==> src/rtl/fan_sched_pkg.sv <==
// Shared types and helpers for the fan duty scheduler.
package fan_sched_pkg;

    typedef enum logic [1:0] {
        ST_IDLE  = 2'd0,
        ST_KICK  = 2'd1,
        ST_RUN   = 2'd2,
        ST_FAULT = 2'd3
    } fan_state_t;

    localparam logic [6:0] DUTY_MAX = 7'd100;

    function automatic logic [6:0] clamp_duty(input logic [6:0] duty);
        logic [6:0] res;
        if (duty > DUTY_MAX) begin
            res = DUTY_MAX;
        end else begin
            res = duty;
        end
        return res;
    endfunction

endpackage

==> src/rtl/tick_gen.sv <==
// Free-running prescaler producing a one-cycle tick every TICK_CYC clocks.
module tick_gen #(
    parameter int TICK_CYC = 500_000
) (
    input  logic clk,
    input  logic rst,
    output logic tick
);
    localparam int CNT_W = (TICK_CYC > 1) ? $clog2(TICK_CYC) : 1;
    localparam logic [CNT_W-1:0] CNT_LAST = CNT_W'(TICK_CYC - 1);

    logic [CNT_W-1:0] cnt_r;

    // Wrap counter; the tick is a decode of the terminal count.
    always_ff @(posedge clk or posedge rst) begin
        if (rst) begin
            cnt_r <= {CNT_W{1'b0}};
        end else if (cnt_r == CNT_LAST) begin
            cnt_r <= {CNT_W{1'b0}};
        end else begin
            cnt_r <= cnt_r + CNT_W'(1);
        end
    end

    assign tick = (cnt_r == CNT_LAST);

endmodule

==> src/rtl/fan_duty_sched.sv <==
// Fan duty scheduler: auto/manual arbitration, kick-start, slew ramp and stall retry.
module fan_duty_sched
    import fan_sched_pkg::*;
#(
    parameter int TICK_CYC       = 500_000,
    parameter int KICK_TICKS     = 50,
    parameter int STALL_TICKS    = 200,
    parameter int STALL_MIN_DUTY = 20,
    parameter int RETRY_MAX      = 3
) (
    input  logic        sys_clk,
    input  logic        sys_rst,
    input  logic        cmd_valid,
    input  logic        cmd_manual,
    input  logic [6:0]  cmd_duty,
    input  logic [6:0]  auto_duty,
    input  logic [15:0] rpm,
    input  logic        fault_clr,
    output logic [6:0]  duty_data,
    output logic [1:0]  state,
    output logic        fault
);
    localparam int KICK_W  = $clog2(KICK_TICKS + 1);
    localparam int STALL_W = $clog2(STALL_TICKS + 1);
    localparam int RETRY_W = $clog2(RETRY_MAX + 1);

    fan_state_t         state_r;
    logic [6:0]         duty_r;
    logic               fault_r;
    logic [6:0]         cur_r;
    logic               mode_man_r;
    logic [6:0]         man_duty_r;
    logic [KICK_W-1:0]  kick_cnt_r;
    logic [STALL_W-1:0] stall_cnt_r;
    logic [RETRY_W-1:0] retry_cnt_r;
    logic               tick_s;
    logic [6:0]         target_s;
    logic [6:0]         ramp_s;

    tick_gen #(.TICK_CYC(TICK_CYC)) u_tick (
        .clk  (sys_clk),
        .rst  (sys_rst),
        .tick (tick_s)
    );

    // Command registers load in every state, including FAULT.
    always_ff @(posedge sys_clk or posedge sys_rst) begin
        if (sys_rst) begin
            mode_man_r <= 1'b0;
            man_duty_r <= 7'd0;
        end else if (cmd_valid) begin
            mode_man_r <= cmd_manual;
            man_duty_r <= clamp_duty(cmd_duty);
        end else begin
            mode_man_r <= mode_man_r;
            man_duty_r <= man_duty_r;
        end
    end

    // Target arbitration and the one-step-per-tick slew toward it.
    always_comb begin
        target_s = mode_man_r ? man_duty_r : clamp_duty(auto_duty);
        ramp_s   = cur_r;
        if (tick_s && (cur_r < target_s)) begin
            ramp_s = cur_r + 7'd1;
        end else if (tick_s && (cur_r > target_s)) begin
            ramp_s = cur_r - 7'd1;
        end else begin
            ramp_s = cur_r;
        end
    end

    // Main FSM; duty_data and fault are registered alongside the next state.
    always_ff @(posedge sys_clk or posedge sys_rst) begin
        if (sys_rst) begin
            state_r     <= ST_IDLE;
            duty_r      <= 7'd0;
            fault_r     <= 1'b0;
            cur_r       <= 7'd0;
            kick_cnt_r  <= {KICK_W{1'b0}};
            stall_cnt_r <= {STALL_W{1'b0}};
            retry_cnt_r <= {RETRY_W{1'b0}};
        end else begin
            case (state_r)
                ST_IDLE: begin
                    duty_r      <= 7'd0;
                    fault_r     <= 1'b0;
                    stall_cnt_r <= {STALL_W{1'b0}};
                    if (target_s != 7'd0) begin
                        state_r    <= ST_KICK;
                        kick_cnt_r <= {KICK_W{1'b0}};
                        duty_r     <= DUTY_MAX;
                    end else begin
                        state_r <= ST_IDLE;
                    end
                end
                ST_KICK: begin
                    duty_r  <= DUTY_MAX;
                    fault_r <= 1'b0;
                    if (tick_s && (kick_cnt_r >= KICK_W'(KICK_TICKS - 1))) begin
                        state_r     <= ST_RUN;
                        kick_cnt_r  <= KICK_W'(KICK_TICKS);
                        cur_r       <= target_s;
                        duty_r      <= target_s;
                        stall_cnt_r <= {STALL_W{1'b0}};
                    end else if (tick_s) begin
                        kick_cnt_r <= kick_cnt_r + KICK_W'(1);
                    end else begin
                        kick_cnt_r <= kick_cnt_r;
                    end
                end
                ST_RUN: begin
                    cur_r   <= ramp_s;
                    duty_r  <= ramp_s;
                    fault_r <= 1'b0;
                    if ((cur_r == 7'd0) && (target_s == 7'd0)) begin
                        state_r     <= ST_IDLE;
                        duty_r      <= 7'd0;
                        retry_cnt_r <= {RETRY_W{1'b0}};
                        stall_cnt_r <= {STALL_W{1'b0}};
                    end else if (rpm != 16'd0) begin
                        // A spinning fan wins over a coincident stall terminal count.
                        stall_cnt_r <= {STALL_W{1'b0}};
                        retry_cnt_r <= {RETRY_W{1'b0}};
                    end else if (cur_r < 7'(STALL_MIN_DUTY)) begin
                        stall_cnt_r <= {STALL_W{1'b0}};
                    end else if (stall_cnt_r == STALL_W'(STALL_TICKS)) begin
                        stall_cnt_r <= {STALL_W{1'b0}};
                        if (retry_cnt_r < RETRY_W'(RETRY_MAX)) begin
                            retry_cnt_r <= retry_cnt_r + RETRY_W'(1);
                            state_r     <= ST_KICK;
                            kick_cnt_r  <= {KICK_W{1'b0}};
                            duty_r      <= DUTY_MAX;
                        end else begin
                            state_r <= ST_FAULT;
                            fault_r <= 1'b1;
                            duty_r  <= 7'd0;
                        end
                    end else if (tick_s) begin
                        stall_cnt_r <= stall_cnt_r + STALL_W'(1);
                    end else begin
                        stall_cnt_r <= stall_cnt_r;
                    end
                end
                ST_FAULT: begin
                    duty_r <= 7'd0;
                    if (fault_clr) begin
                        state_r     <= ST_IDLE;
                        fault_r     <= 1'b0;
                        retry_cnt_r <= {RETRY_W{1'b0}};
                    end else begin
                        state_r <= ST_FAULT;
                        fault_r <= 1'b1;
                    end
                end
                default: begin
                    state_r <= ST_IDLE;
                    duty_r  <= 7'd0;
                    fault_r <= 1'b0;
                end
            endcase
        end
    end

    assign duty_data = duty_r;
    assign state     = state_r;
    assign fault     = fault_r;

endmodule

==> config.mk <==
export PLATFORM = sky130hd
export DESIGN_NAME = fan_duty_sched
export DESIGN_NICKNAME = d
export VERILOG_FILES = /design/src/rtl/fan_sched_pkg.sv /design/src/rtl/tick_gen.sv /design/src/rtl/fan_duty_sched.sv
export SDC_FILE = /design/constraint.sdc
export NUM_CORES = 1
export LEC_CHECK = 0
export ABC_CLOCK_PERIOD_IN_PS = 4400
export CAP_MARGIN = 20
export CORE_UTILIZATION = 56
export DETAILED_ROUTE_END_ITERATION = 16
export PLACE_DENSITY = 0.92
export SYNTH_ARGS = -nofsm -noshare
export SYNTH_HDL_FRONTEND = slang
export SYNTH_SLANG_ARGS = --single-unit
==> constraint.sdc <==
create_clock -name sys_clk -period 4.4 [get_ports sys_clk]
set_clock_uncertainty 0.15 [all_clocks]
set_input_delay 0.88 -clock sys_clk [delete_from_list [all_inputs] [get_ports sys_clk]]
set_output_delay 0.88 -clock sys_clk [all_outputs]
set_load 0.005 [all_outputs]
======== After elaboration in Yosys (flattened, before gate mapping) ========
Cells that the tools add are included.
storage, ports and cells
  register bits ........................... 60
  output and inout bits ................... 10
  logic and storage cells ................. 117
cells by class
  $add $sub $neg .......................... 6
  magnitude comparators ................... 7
  equal/unequal tests ..................... 21
  multiplexer cells ....................... 55
  reductions and logical operators ........ 18
operators by type and width
  kind                   count
  $mux 7                 13
  $mux 6                 8
  $mux 8                 6
  $pmux 7 s4             1
  $mux 2                 13
  $pmux 8 s3             1
  $add 19x1->19 const B  1
  $eq 19x19->1 const B   1
  $mux 19                1
  $pmux 6 s3             1
  $ne 2x2->1 const B     8
  $reduce_bool 16->1     1
  $gt 7x7->1 const B     2
  $logic_not 7->1        2
  $pmux 7 s2             1
  $ne 3x3->1 const B     4
  $ne 4x4->1 const B     3
  $add 8x1->8 const B    1
  $eq 8x8->1 const B     1
  $pmux 2 s4             1
  $reduce_and 8->1       1
  $add 7x1->7 const B    1
  $gt 7x7->1             1
  $lt 7x5->1 const B     1
  22 further kinds       33

======== Longest topological paths before layout ========
Gate-level depths: netlist (run 1).
  depth in word-level cells ............... 12
  depth in mapped cells ................... 13
  depth with buffers taken out ............ 12

======== Cells and area by module ========
A second synthesis (run 1) with hierarchy kept.
unflattened totals
  cells, all modules ...................... 429
  area total of the unflattened synthesis .. 3814.9 µm²
by module, submodules not included
  module          instances  cells each  area an instance (µm²)
  fan_duty_sched  1          337         2880.3
  tick_gen        1          92          934.6

======== Worst setup path after synthesis (run 1) ========
OpenSTA, ideal clock, no wires.
  path type ............................... input to register
  start ................................... in auto_duty[5]
  end ..................................... reg cur_r[5]
  library setup time ...................... 124 ps
  arrival time ............................ 3511 ps
  required time ........................... 4126 ps
  path slack .............................. 615 ps
  stages .................................. 10
  buffers on the path ..................... 0
  path through ............................ nand2_1 o21a_1 a22oi_1 ha_1 a21o_1 maj3_2 a311o_2 or4b_4 a31o_1 a211o_1
on the way
  word-level cells in the longest chain between the ends .. 8
  elaborated cells between the ends (all ways) .. 11
  those cells by class .................... 3 x order compare; 6 x mux; 2 x reduce/logical
RTL lines
  item                  line                   source
  from (decl)           fan_duty_sched.sv:16   input logic [6:0] auto_duty,
  $gt 7x7->1            fan_sched_pkg.sv:15    if (duty > DUTY_MAX) begin
  $mux 7 *              fan_sched_pkg.sv:15
  $mux 7 *              fan_duty_sched.sv:62   target_s = mode_man_r ? man_duty_r : clamp_duty(auto_duty);
  $gt 7x7->1            fan_duty_sched.sv:66   end else if (tick_s && (cur_r > target_s)) begin
  $logic_and 1x1->1     fan_duty_sched.sv:66
  $mux 7                fan_duty_sched.sv:66
  $mux 7                fan_duty_sched.sv:64   if (tick_s && (cur_r < target_s)) begin
  $pmux 7 s2 *          fan_duty_sched.sv:84   case (state_r)
  to (signal assigned)  fan_duty_sched.sv:103  cur_r <= target_s;
  to (signal assigned)  fan_duty_sched.sv:113  cur_r <= ramp_s;
  to (decl)             fan_duty_sched.sv:30   logic [6:0] cur_r;
Mark *: on every way between the ends. The rest lies on a longest branch, timed or not. The select of a mux whose other input is x is not followed.
A chain may end at the register's enable or synchronous reset.

======== Final worst setup path (run 1) ========
  start ................................... in auto_duty[2]
  end ..................................... reg duty_r[5] (netlist: duty_data[5])
on the way
  word-level cells in the longest chain between the ends .. 12
  elaborated cells between the ends (all ways) .. 19
  those cells by class .................... 3 x order compare; 11 x mux; 5 x reduce/logical
RTL lines
  item                  line                   source
  $gt 7x7->1            fan_sched_pkg.sv:15
  $mux 7 *              fan_sched_pkg.sv:15
  $mux 7 *              fan_duty_sched.sv:62
  $gt 7x7->1            fan_duty_sched.sv:66
  $logic_and 1x1->1     fan_duty_sched.sv:66
  $mux 7                fan_duty_sched.sv:66
  $mux 7                fan_duty_sched.sv:64
  $mux 7                fan_duty_sched.sv:127  end else if (stall_cnt_r == STALL_W'(STALL_TICKS)) begin
  $mux 7                fan_duty_sched.sv:125  end else if (cur_r < 7'(STALL_MIN_DUTY)) begin
  $mux 7                fan_duty_sched.sv:121  end else if (rpm != 16'd0) begin
  $mux 7                fan_duty_sched.sv:116  if ((cur_r == 7'd0) && (target_s == 7'd0)) begin
  $pmux 7 s4 *          fan_duty_sched.sv:84
  to (signal assigned)  fan_duty_sched.sv:104  duty_r <= target_s;
  to (signal assigned)  fan_duty_sched.sv:114  duty_r <= ramp_s;
  to (decl)             fan_duty_sched.sv:28   logic [6:0] duty_r;
Mark *: on every way between the ends. The rest lies on a longest branch, timed or not.

==> results of run 1 <==
[sequential cells by signal, indices dropped and copies added (netlist names)]
name,cells
fault,1
retry_cnt_r,2
duty_data,7
stall_cnt_r,8
man_duty_r,7
mode_man_r,1
kick_cnt_r,6
u_tick.cnt_r,19
cur_r,7
state,2
[area by class of cell]
class                   instances  area, sq um  area share
multi-input cells             331         2150       0.475
flip-flops and latches         60         1500       0.332
repair buffers                 56          531       0.117
clock buffers                  11          151      0.0335
well taps                      77         96.3      0.0213
inverters                      19         71.3      0.0158
clock inverters                 4         25.0     0.00553
[layout by cell type, fill, tap and decap left out, types with 13 or more instances in the layout]
master                             n
sky130_fd_sc_hd__dfrtp_1          60
sky130_fd_sc_hd__nor2_1           47
sky130_fd_sc_hd__clkdlybuf4s50_1  44
sky130_fd_sc_hd__nand2_1          31
sky130_fd_sc_hd__o21ai_0          22
sky130_fd_sc_hd__nand3_1          20
sky130_fd_sc_hd__inv_1            17
sky130_fd_sc_hd__nor3_1           16
sky130_fd_sc_hd__and3_1           14
sky130_fd_sc_hd__xor2_1           14
sky130_fd_sc_hd__ha_1             14
sky130_fd_sc_hd__a21oi_1          13
[routing by layer]
metal	up-vias	global-route usage	part of all wire
met4	0	0.130	0.029
met1	1700	0.395	0.43
met5	-	0	0
li1	1667	-	-
met2	152	0.461	0.47
met3	28	0.0574	0.076
[cells in the mapped netlist, drive strengths merged, types with 5 or more instances]
cell	count	area, sq um
nor2b	5	31.3
or3	5	31.3
a21oi	14	73.8
xnor2	12	105
a31oi	7	43.8
a21o	5	37.5
xor2	14	123
nand2	31	116
nor3	16	80.1
ha	14	175
o21ai	22	110
nand3	20	100
dfrtp	60	1500
nor4	9	56.3
nand2b	7	43.8
nor2	47	176
nand4	11	68.8
clkbuf	11	41.3
and3	14	87.6
inv	19	71.3
[power groups by stage]
stage                     logic (uW)  registers [uW]  clock network, uW
final                            128             569                454
after floorplan                 68.5             574                  0
after global routing             142             569                480
after CTS                        128             569                456
after detailed placement         127             579                  0
after global placement           124             579                  0
[worst max-delay path: stages]
cell and delay [ps]:
sky130_fd_sc_hd__clkdlybuf4s50_1 520, sky130_fd_sc_hd__nor3_1 60, sky130_fd_sc_hd__o21a_1 200, sky130_fd_sc_hd__a22oi_1 230, sky130_fd_sc_hd__ha_1 300, sky130_fd_sc_hd__a21o_1 170
sky130_fd_sc_hd__maj3_2 320, sky130_fd_sc_hd__a311o_2 410, sky130_fd_sc_hd__or4b_4 550, sky130_fd_sc_hd__a2111oi_0 420, sky130_fd_sc_hd__nor3b_1 120
[logic make-up (layout without fill, tap and decap cells)]
| group | Yosys count | in the layout | share of synthesized area |
|---|---|---|---|
| compound gates | 93 | 93 | 0.177 |
| simple gates | 189 | 189 | 0.260 |
| fa+ha+maj | 15 | 15 | 0.0495 |
| xor+xnor | 26 | 26 | 0.0604 |
| flops | 60 | 60 | 0.399 |
| buf+inv | 31 | 90 | 0.0319 |
| mux | 8 | 8 | 0.0226 |
[metrics by stage]
step / setup TNS [ps] / utilization / hold WS, ps
floorplan: 0 / - / 297
global placement: 0 / 0.677 / 312
detailed placement: -18.4 / 0.677 / 320
CTS: 0 / 0.704 / 330
global route: 0 / 0.704 / 369
finish: 0 / 0.704 / 333
[final timing paths]
check / from / to / slack (ps)
min: u_tick.cnt_r[0]$_DFF_PP0_ / u_tick.cnt_r[0]$_DFF_PP0_ / 330
min in group asynchronous: sys_rst / kick_cnt_r[0]$_DFFE_PP0P_ / 930
max: auto_duty[2] / duty_data[5]$_DFF_PP0_ / 270
max in group asynchronous: sys_rst / man_duty_r[4]$_DFFE_PP0P_ / 2420
min reg2reg: u_tick.cnt_r[0]$_DFF_PP0_ / u_tick.cnt_r[0]$_DFF_PP0_ / 330
max reg2reg: mode_man_r$_DFFE_PP0P_ / duty_data[5]$_DFF_PP0_ / 750
==> results.md, run 1 <==
- Type of the tightest min-delay check: register to register
- Post-Place Cells: 543
- Switching part of the total: 0.259
- Maximum level of the CTS H-tree: 3
- Clock share of power: 0.394
- Required time at the endpoint of the critical path: 4450 ps
- Layout overhead on the synthesized area: 20.0%
- Maximum number of buffers from clock root to sink: 2
- Die ar.: 7060 sq um
- Async SR Flop Fraction: 1.00
- Violation count after the first detailed-route iteration: 332
- Critical Path Source Type: input port
- Routed via count: 3547
- Pins Over Slew Limit: 0
- Post-synthesis average cell area: 8.93 sq um
- DIE WIDTH: 84.0 um
- Worst IR Drop VDD: 0.202 mV
- Fill count: 493
- Clock-pin slew of the registers on the worst-case setup and hold paths: 70 ps
- Maximum frequency from static timing analysis: 0.242 GHz
- Minimum clock period after layout: 4130 ps
- Summed instance area of the synthesized netlist: 3770 sq um
- Count of unique library cells instantiated by Yosys: 67
- Final Power: 1150 uW
- Failing checks: DRC
- Die extent in y: 84.0 um
- Post-DP Area: 4350 sq um
- Primary FF master, synth: sky130_fd_sc_hd__dfrtp_1
- TritonCTS Buffers: 9
- Detailed-route DRC error count: 1
- Fin cells: 558
- Share of cells above drive strength 1: 0.0936
- # clock sinks: 60
- Setup-failing EPs final: 0
- Final #Nets: 526
- Initial antenna violation count: 0
- Root cell of the clock tree: sky130_fd_sc_hd__clkbuf_8
- Slew at the pin closest to its max-slew limit: 944 ps
- Cell depth of the worst min-delay path: 1
- Internal cell power: 853 uW
- Global placement routability congestion: 0.960
- Part of the power in combinational logic: 0.111
- Total number of placement rows: 29
- Clock insertion delay at the later pin of the skew report: 330 ps
- Post-CTS Hold Buffers: 0
- Clock tree from TritonCTS: built
- Worst slew margin relative to its limit: 0.370
- Leakage power: 0.00200 uW
- EDFF count, synth: 0
- Antenna Cells: 0
- Via count of the first global-routing pass: 3535
- Routed WL: 9600 um
- Crit path arrival time: 4180 ps
- Maximum number of pins on one net before global-route repair: 48
- Synthesized netlist net count: 471
- HPWL after DPL: 7200 um
- Synth warn: 0
- First-pass GRT wire length: 16600 um
- Post-CTS setup-driven buffer insertion count: 0
- Max capacitance violation total: 0
- Worst slack at placement: -18.4 ps
- Core Region: 6420 sq um
- Aggregate global routing overflow: 0
- Buffers on Ports: 44
- Effective utilization at floorplan: 0.587
- Gate Count Post-Synth: 422
- Proportion of synthesized chip area in sequential cells: 0.399
- Post-cts repair resize count: 0
- Final Cell Area: 4520 sq um
- Unrepaired setup endpoints after global routing: false
- Sequential fraction of design power: 0.494
- Gr usage total: 0.294
- Post-detailed-route count of antenna-violating nets: 0
- Post-synthesis sequential element count: 60
- Count of cells along the worst register-to-register path: 10
- Setup slack of the critical path after layout: 274 ps
- Result of the run: finished, violations left
- DR WL/cell: 17.2 um
- Power density over cell area: 255 nW/um^2
- Sw power: 299 uW
- Count of final hold-check violations: 0
- Maximum net fanout on the critical path: 4
- Detailed-routing iteration count for the pre-antenna-repair pass: 11
- Type of element capturing the critical path: register
- Ports placed on the boundary: 45
- Ratio of routed vias to standard cells: 6.36
- Final worst-path cycle share: 0.938
- Category of the critical setup timing path: input port to register
(Power assumes the default switching activity.)
==> run 2, diff against run 1 <==
- CORE_UTILIZATION: 56 -> 40
- PLACE_DENSITY: 0.92 -> 0.72
==> run 2 against run 1 <==
Critical path type unchanged. Worst hold slack about the same. The flow now finishes without violations. Critical path depth unchanged. Via count down 1.6%. Sequential share of layout area down 0.54 points. Non-clock buffer count unchanged. Routed wire length down 2.3%. Combinational power about the same. Register-to-register slack better by 20 ps. Critical endpoint is now cur_r[5]$_DFFE_PP0P_. Final area up 1.7%. Sequential power about the same. Clock power up 15%. Sequential cell count unchanged.
==> results.md, run 2 (synthesis gave the netlist of run 1 again) <==
- Count of final hold-check violations: 0 (unchanged)
- Layout overhead on the synthesized area: 22.0%
- Number of flip-flops under the largest register name: 19 (unchanged)
- Post-CTS Hold Buffers: 0 (unchanged)
- Maximum number of buffers from clock root to sink: 2 (unchanged)
- Critical Path Source Type: input port
- Pins Over Slew Limit: 0 (unchanged)
- Slew at the pin closest to its max-slew limit: 766 ps (-178 ps)
- TritonCTS Buffers: 9 (unchanged)
- Clock-pin slew of the registers on the worst-case setup and hold paths: 70 ps (about the same)
- Setup slack of the critical path after layout: 344 ps (+70.1 ps)
- Clock share of power: 0.428 (+0.034)
- Largest register by flop count: u_tick.cnt_r
- Global-route track usage on met3: 0.0532 (-0.00418)
- Detailed-route DRC error count: 0 (-1)
- Maximum frequency from static timing analysis: 0.247 GHz (+1.7%)
- Total number of placement rows: 35 (+21%)
- Met2 layer usage reported by global route: 0.350 (-0.112)
- Met1 routing resource usage after global routing: 0.267 (-0.128)
- DIE WIDTH: 99.1 um (+18%)
- Worst slack at placement: -9.69 ps (+8.74 ps)
- Gr usage total: 0.212 (-0.0825)
- Clock insertion delay at the later pin of the skew report: 350 ps (+20 ps)
- Ports placed on the boundary: 45 (unchanged)
- Buffers on Ports: 44 (unchanged)
- Post-detailed-route count of antenna-violating nets: 0 (unchanged)
- Switching part of the total: 0.258 (-0.00115)
- Routed WL: 9390 um (-2.3%)
- Minimum clock period after layout: 4060 ps (-70.1 ps)
- Detailed-routing iteration count for the pre-antenna-repair pass: 5 (-6)
- Largest registers ranked by flip-flop count: u_tick.cnt_r: 19 flops, stall_cnt_r: 8 flops
- Worst IR Drop VDD: 0.168 mV (-17%)
- Via count of the first global-routing pass: 3526 (-0.25%)
- Type of the tightest min-delay check: register to register
- Internal cell power: 902 uW (+5.8%)
- Effective utilization at floorplan: 0.410 (-0.177)
- Aggregate global routing overflow: 0 (unchanged)
- Sequential fraction of design power: 0.467 (-0.027)
- Global placement routability congestion: 0.931 (-3.0%)
- Worst slew margin relative to its limit: 0.489 (+0.120)
- HPWL after DPL: 6910 um (-3.9%)
- Share of cells above drive strength 1: 0.0954 (+0.00188)
- DR WL/cell: 15.8 um (-8.0%)
- Post-cts repair resize count: 0 (unchanged)
- Final worst-path cycle share: 0.922 (-0.0159)
- Die ar.: 9810 sq um (+39%)
- Sw power: 314 uW (+5.2%)
- Initial antenna violation count: 0 (unchanged)
- Post-DP Area: 4390 sq um (+0.98%)
- Post-CTS setup-driven buffer insertion count: 0 (unchanged)
- Core Region: 9200 sq um (+43%)
- Part of the power in combinational logic: 0.105 (-0.006)
- Setup slack of the most critical reg-to-reg path: 770 ps (+20 ps)
- Result of the run: finished, final reports clean
- Power density over cell area: 265 nW/um^2 (+3.9%)
- Maximum level of the CTS H-tree: 3 (unchanged)
- Ratio of routed vias to standard cells: 5.89 (-7.4%)
- Maximum net fanout on the critical path: 4 (unchanged)
- Unrepaired setup endpoints after global routing: false
- First-pass GRT wire length: 16500 um (-0.95%)
- Leakage power: 0.00201 uW (+0.61%)
- Final Cell Area: 4600 sq um (+1.7%)
- Die extent in y: 99.1 um (+18%)
- Gr busiest metal: met2
- Post-Route Utilization: 0.500 (-0.204)
- Clock tree from TritonCTS: built
- Max capacitance violation total: 0 (unchanged)
- Crit path arrival time: 4140 ps (-40 ps)
- Commonest cells after routing, fill and taps aside: sky130_fd_sc_hd__dfrtp_1, sky130_fd_sc_hd__nor2_1, sky130_fd_sc_hd__clkdlybuf4s50_1, sky130_fd_sc_hd__nand2_1, sky130_fd_sc_hd__o21ai_0
- Maximum number of pins on one net before global-route repair: 61 (+27%)
- # clock sinks: 60 (unchanged)
- Required time at the endpoint of the critical path: 4480 ps (+30 ps)
- Final #Nets: 526 (unchanged)
- Antenna Cells: 0 (unchanged)
- Most frequent standard cell in the layout excluding fill and tap cells: sky130_fd_sc_hd__dfrtp_1
- Root cell of the clock tree: sky130_fd_sc_hd__clkbuf_8
- Violation count after the first detailed-route iteration: 264 (-20%)
- Routed via count: 3491 (-1.6%)
- Type of element capturing the critical path: register
- Category of the critical setup timing path: input port to register
- Setup-failing EPs final: 0 (unchanged)
==> run 2: cell types whose count changed in the layout (fill, tap and decap cells not counted) <==
cell	change
sky130_fd_sc_hd__clkinv_4	+2
sky130_fd_sc_hd__clkbuf_8	-1
sky130_fd_sc_hd__bufinv_16	+1
sky130_fd_sc_hd__clkinv_2	-2
sky130_fd_sc_hd__inv_6	+1
==> run 2: routing by layer <==
metal / part of all wire / up-vias
li1: - / 1671
met3: 0.065 / 20
met5: 0 / -
met1: 0.43 / 1670
met2: 0.48 / 130
met4: 0.021 / 0
==> run 2: final cells by class <==
class | instances | area, sq um
fillers | 855 | 4600
repair buffers | 56 | 531
flip-flops and latches | 60 | 1500
clock inverters | 6 | 71.3
well taps | 111 | 139
clock buffers | 10 | 138
multi-input cells | 331 | 2150
inverters | 19 | 71.3
==> run 2: power by group through the flow <==
stage | sequential, uW | clock, uW | combinational, uW
6_report | 568 | 521 | 128
5_1_grt | 569 | 564 | 142
4_1_cts | 567 | 537 | 128
3_5_place_dp | 578 | 0 | 128
3_3_place_gp | 578 | 0 | 126
2_1_floorplan | 574 | 0 | 68.5
==> run 2: path summary, 6_finish.rpt <==
| path | start | end | depth (start not counted) |
|---|---|---|---|
| worst max-delay path | auto_duty[6] | cur_r[5]$_DFFE_PP0P_ | 11 |
| worst min-delay path | u_tick.cnt_r[0]$_DFF_PP0_ | u_tick.cnt_r[0]$_DFF_PP0_ | 1 |
| worst max register to register | mode_man_r$_DFFE_PP0P_ | cur_r[5]$_DFFE_PP0P_ | 10 |
| worst min register to register | u_tick.cnt_r[0]$_DFF_PP0_ | u_tick.cnt_r[0]$_DFF_PP0_ | 1 |
| max in group asynchronous | sys_rst | state[1]$_DFFE_PP0P_ | 3 |
| min in group asynchronous | sys_rst | u_tick.cnt_r[14]$_DFF_PP0_ | 3 |
==> run 2: worst max-delay path, cell delays in order <==
cell and delay, ps:
sky130_fd_sc_hd__clkdlybuf4s50_1 480, sky130_fd_sc_hd__nand2_1 90, sky130_fd_sc_hd__o21a_1 220, sky130_fd_sc_hd__a22oi_1 210, sky130_fd_sc_hd__ha_1 290, sky130_fd_sc_hd__a21o_1 170, sky130_fd_sc_hd__maj3_2 320, sky130_fd_sc_hd__a311o_2 410
sky130_fd_sc_hd__or4b_4 550, sky130_fd_sc_hd__a31o_1 230, sky130_fd_sc_hd__a211o_1 280
==> run 2: stage by stage <==
stage                     setup TNS (ps)  std cells  power [uW]  hold slack [ps]
after detailed placement           -11.4        577         705              327
after global routing                   0        593        1270              347
after floorplan                        0        422         642              297
after CTS                              0        593        1230              336
after global placement                 0        577         703              311
final                                  0        593        1220              333
==> run 3, diff against run 2 <==
- REMOVE_ABC_BUFFERS: unset -> 1
==> run 3 against run 2 <==
Non-clock buffer count increased by 2. Register-to-register slack better by 30 ps. Count of clock-buffer cells in the layout shrank 1. Clock power up 2%. Worst setup slack improved by 31 ps. Critical path type unchanged. First-iteration DRC count fell by 11%. Combinational power up 4%.
==> results.md, run 3 (synthesis gave the netlist of run 1 again) <==
- Result of the run: finished, final reports clean
- Post-detailed-route count of antenna-violating nets: 0 (unchanged)
- Type of element capturing the critical path: register
- Total number of placement rows: 35 (unchanged)
- Core Region: 9200 sq um (unchanged)
- Post-CTS Hold Buffers: 0 (unchanged)
- Slew at the pin closest to its max-slew limit: 619 ps (-148 ps)
- Layout overhead on the synthesized area: 22.6%
- Commonest cells after routing, fill and taps aside: sky130_fd_sc_hd__dfrtp_1, sky130_fd_sc_hd__nor2_1, sky130_fd_sc_hd__clkdlybuf4s50_1, sky130_fd_sc_hd__nand2_1, sky130_fd_sc_hd__o21ai_0
- Highest routed metal layer: met4
- DIE WIDTH: 99.1 um (unchanged)
- Clock insertion delay at the later pin of the skew report: 360 ps (about the same)
- Maximum level of the CTS H-tree: 3 (unchanged)
- Gr usage total: 0.209 (-0.00211)
- Critical Path Source Type: input port
- Most frequent standard cell in the layout excluding fill and tap cells: sky130_fd_sc_hd__dfrtp_1
- Post-cts repair resize count: 0 (unchanged)
- Clock-pin slew of the registers on the worst-case setup and hold paths: 80 ps (about the same)
- Worst slew margin relative to its limit: 0.584 (+0.0946)
- Routed via count: 3486 (-0.14%)
- DR WL/cell: 16.0 um (+0.84%)
- Maximum frequency from static timing analysis: 0.248 GHz (+0.78%)
- Post-Route Utilization: 0.502 (+0.00245)
- Number of flip-flops under the largest register name: 19 (unchanged)
- Maximum number of pins on one net before global-route repair: 50 (-18%)
- Effective utilization at floorplan: 0.410 (unchanged)
- Violation count after the first detailed-route iteration: 234 (-11%)
- Maximum net fanout on the critical path: 4 (unchanged)
- Setup-failing EPs final: 0 (unchanged)
- Minimum clock period after layout: 4020 ps (-31.4 ps)
- Pins Over Slew Limit: 0 (unchanged)
- Routed wl met2: 4590 um (+1.7%)
- Die extent in y: 99.1 um (unchanged)
- Ports placed on the boundary: 45 (unchanged)
- TritonCTS Buffers: 9 (unchanged)
- Routed WL: 9500 um (+1.2%)
- Met1 layer wirelength in the final routing: 4210 um (+3.6%)
- Power density over cell area: 267 nW/um^2 (+0.88%)
- HPWL after DPL: 7040 um (+1.8%)
- Final #Nets: 528 (+0.38%)
- Root cell of the clock tree: sky130_fd_sc_hd__clkbuf_8
- Leakage power: 0.00202 uW (+0.63%)
- Type of the tightest min-delay check: register to register
- Crit path arrival time: 4120 ps (-20 ps)
- Clock tree from TritonCTS: built
- Aggregate global routing overflow: 0 (unchanged)
- Required time at the endpoint of the critical path: 4490 ps (about the same)
- Post-CTS setup-driven buffer insertion count: 0 (unchanged)
- Die ar.: 9810 sq um (unchanged)
- Maximum number of buffers from clock root to sink: 2 (unchanged)
- Category of the critical setup timing path: input port to register
- Post-route setup TNS: 0 ps (unchanged)
- Ratio of routed vias to standard cells: 5.86 (-0.48%)
- Share of cells above drive strength 1: 0.0992 (+0.00374)
- Max capacitance violation total: 0 (unchanged)
- Buffers on Ports: 44 (unchanged)
- Global placement routability congestion: 0.925 (-0.64%)
- Detailed-routing iteration count for the pre-antenna-repair pass: 5 (unchanged)
- # clock sinks: 60 (unchanged)
- Antenna Cells: 0 (unchanged)
- Detailed-route DRC error count: 0 (unchanged)
- Final Power: 1230 uW (+1.4%)
- First-pass GRT wire length: 16300 um (-1.1%)
- Final worst-path cycle share: 0.915 (-0.00713)
- Via count of the first global-routing pass: 3413 (-3.2%)
- Largest registers ranked by flip-flop count: u_tick.cnt_r: 19 flops, stall_cnt_r: 8 flops
- Worst IR Drop VDD: 0.114 mV (-32%)
- Unrepaired setup endpoints after global routing: false
- Largest register by flop count: u_tick.cnt_r
- Count of final hold-check violations: 0 (unchanged)
- Initial antenna violation count: 0 (unchanged)
- Total length of routed met3 wires: 433 um (-29%)
run 3: cell count changes in the layout (fill, tap and decap cells not counted):
cell                       change
sky130_fd_sc_hd__buf_12        +1
sky130_fd_sc_hd__clkinv_4      -2
sky130_fd_sc_hd__clkbuf_8      -1
sky130_fd_sc_hd__buf_4         +1
sky130_fd_sc_hd__inv_6         +3
run 3: worst max-delay path, stage by stage:
cell,delay (ps)
sky130_fd_sc_hd__clkdlybuf4s50_1,490
sky130_fd_sc_hd__nand2_1,70
sky130_fd_sc_hd__o21a_1,220
sky130_fd_sc_hd__a22oi_1,200
sky130_fd_sc_hd__ha_1,290
sky130_fd_sc_hd__a21o_1,170
sky130_fd_sc_hd__maj3_2,330
sky130_fd_sc_hd__a311o_2,410
sky130_fd_sc_hd__or4b_4,550
sky130_fd_sc_hd__a31o_1,220
sky130_fd_sc_hd__a211o_1,280
run 3: layout make-up:
type	instances	area (sq um)
inverters	19	71.3
fillers	859	4580
well taps	111	139
clock buffers	9	124
repair buffers	58	558
multi-input cells	331	2150
flip-flops and latches	60	1500
clock inverters	7	80.1
run 3: stage by stage:
stage | hold slack [ps] | std cells | instance area (sq um) | worst slack (ps)
after global placement | 311 | 578 | 4400 | 79.4
after global routing | 371 | 595 | 4620 | 256
final | 330 | 595 | 4620 | 376
after floorplan | 297 | 410 | 3720 | 611
after CTS | 334 | 594 | 4600 | 387
after detailed placement | 323 | 578 | 4400 | 19.0
run 3: routing by layer:
layer / track usage / up-vias
met5: 0 / -
met3: 0.0369 / 29
met2: 0.343 / 106
met1: 0.270 / 1671
li1: - / 1680
met4: 0.0962 / 0
run 3: path summary, 6_finish.rpt:
path | start | end | slack (ps) | cells after the start
setup / recovery | auto_duty[6] | cur_r[5]$_DFFE_PP0P_ | 380 | 11
hold / removal | u_tick.cnt_r[0]$_DFF_PP0_ | u_tick.cnt_r[0]$_DFF_PP0_ | 330 | 1
setup reg to reg | mode_man_r$_DFFE_PP0P_ | cur_r[5]$_DFFE_PP0P_ | 800 | 10
hold reg to reg | u_tick.cnt_r[0]$_DFF_PP0_ | u_tick.cnt_r[0]$_DFF_PP0_ | 330 | 1
max in group asynchronous | sys_rst | retry_cnt_r[1]$_DFFE_PP0P_ | 2910 | 3
min in group asynchronous | sys_rst | u_tick.cnt_r[2]$_DFF_PP0_ | 680 | 2
run 3: report_power, final:
group	switching (uW)	internal [uW]	leakage, uW	total (uW)
logic	67.6	65.9	0.00115	133
registers	8.46	559	0.000778	567
clock network	263	269	0.0000973	532
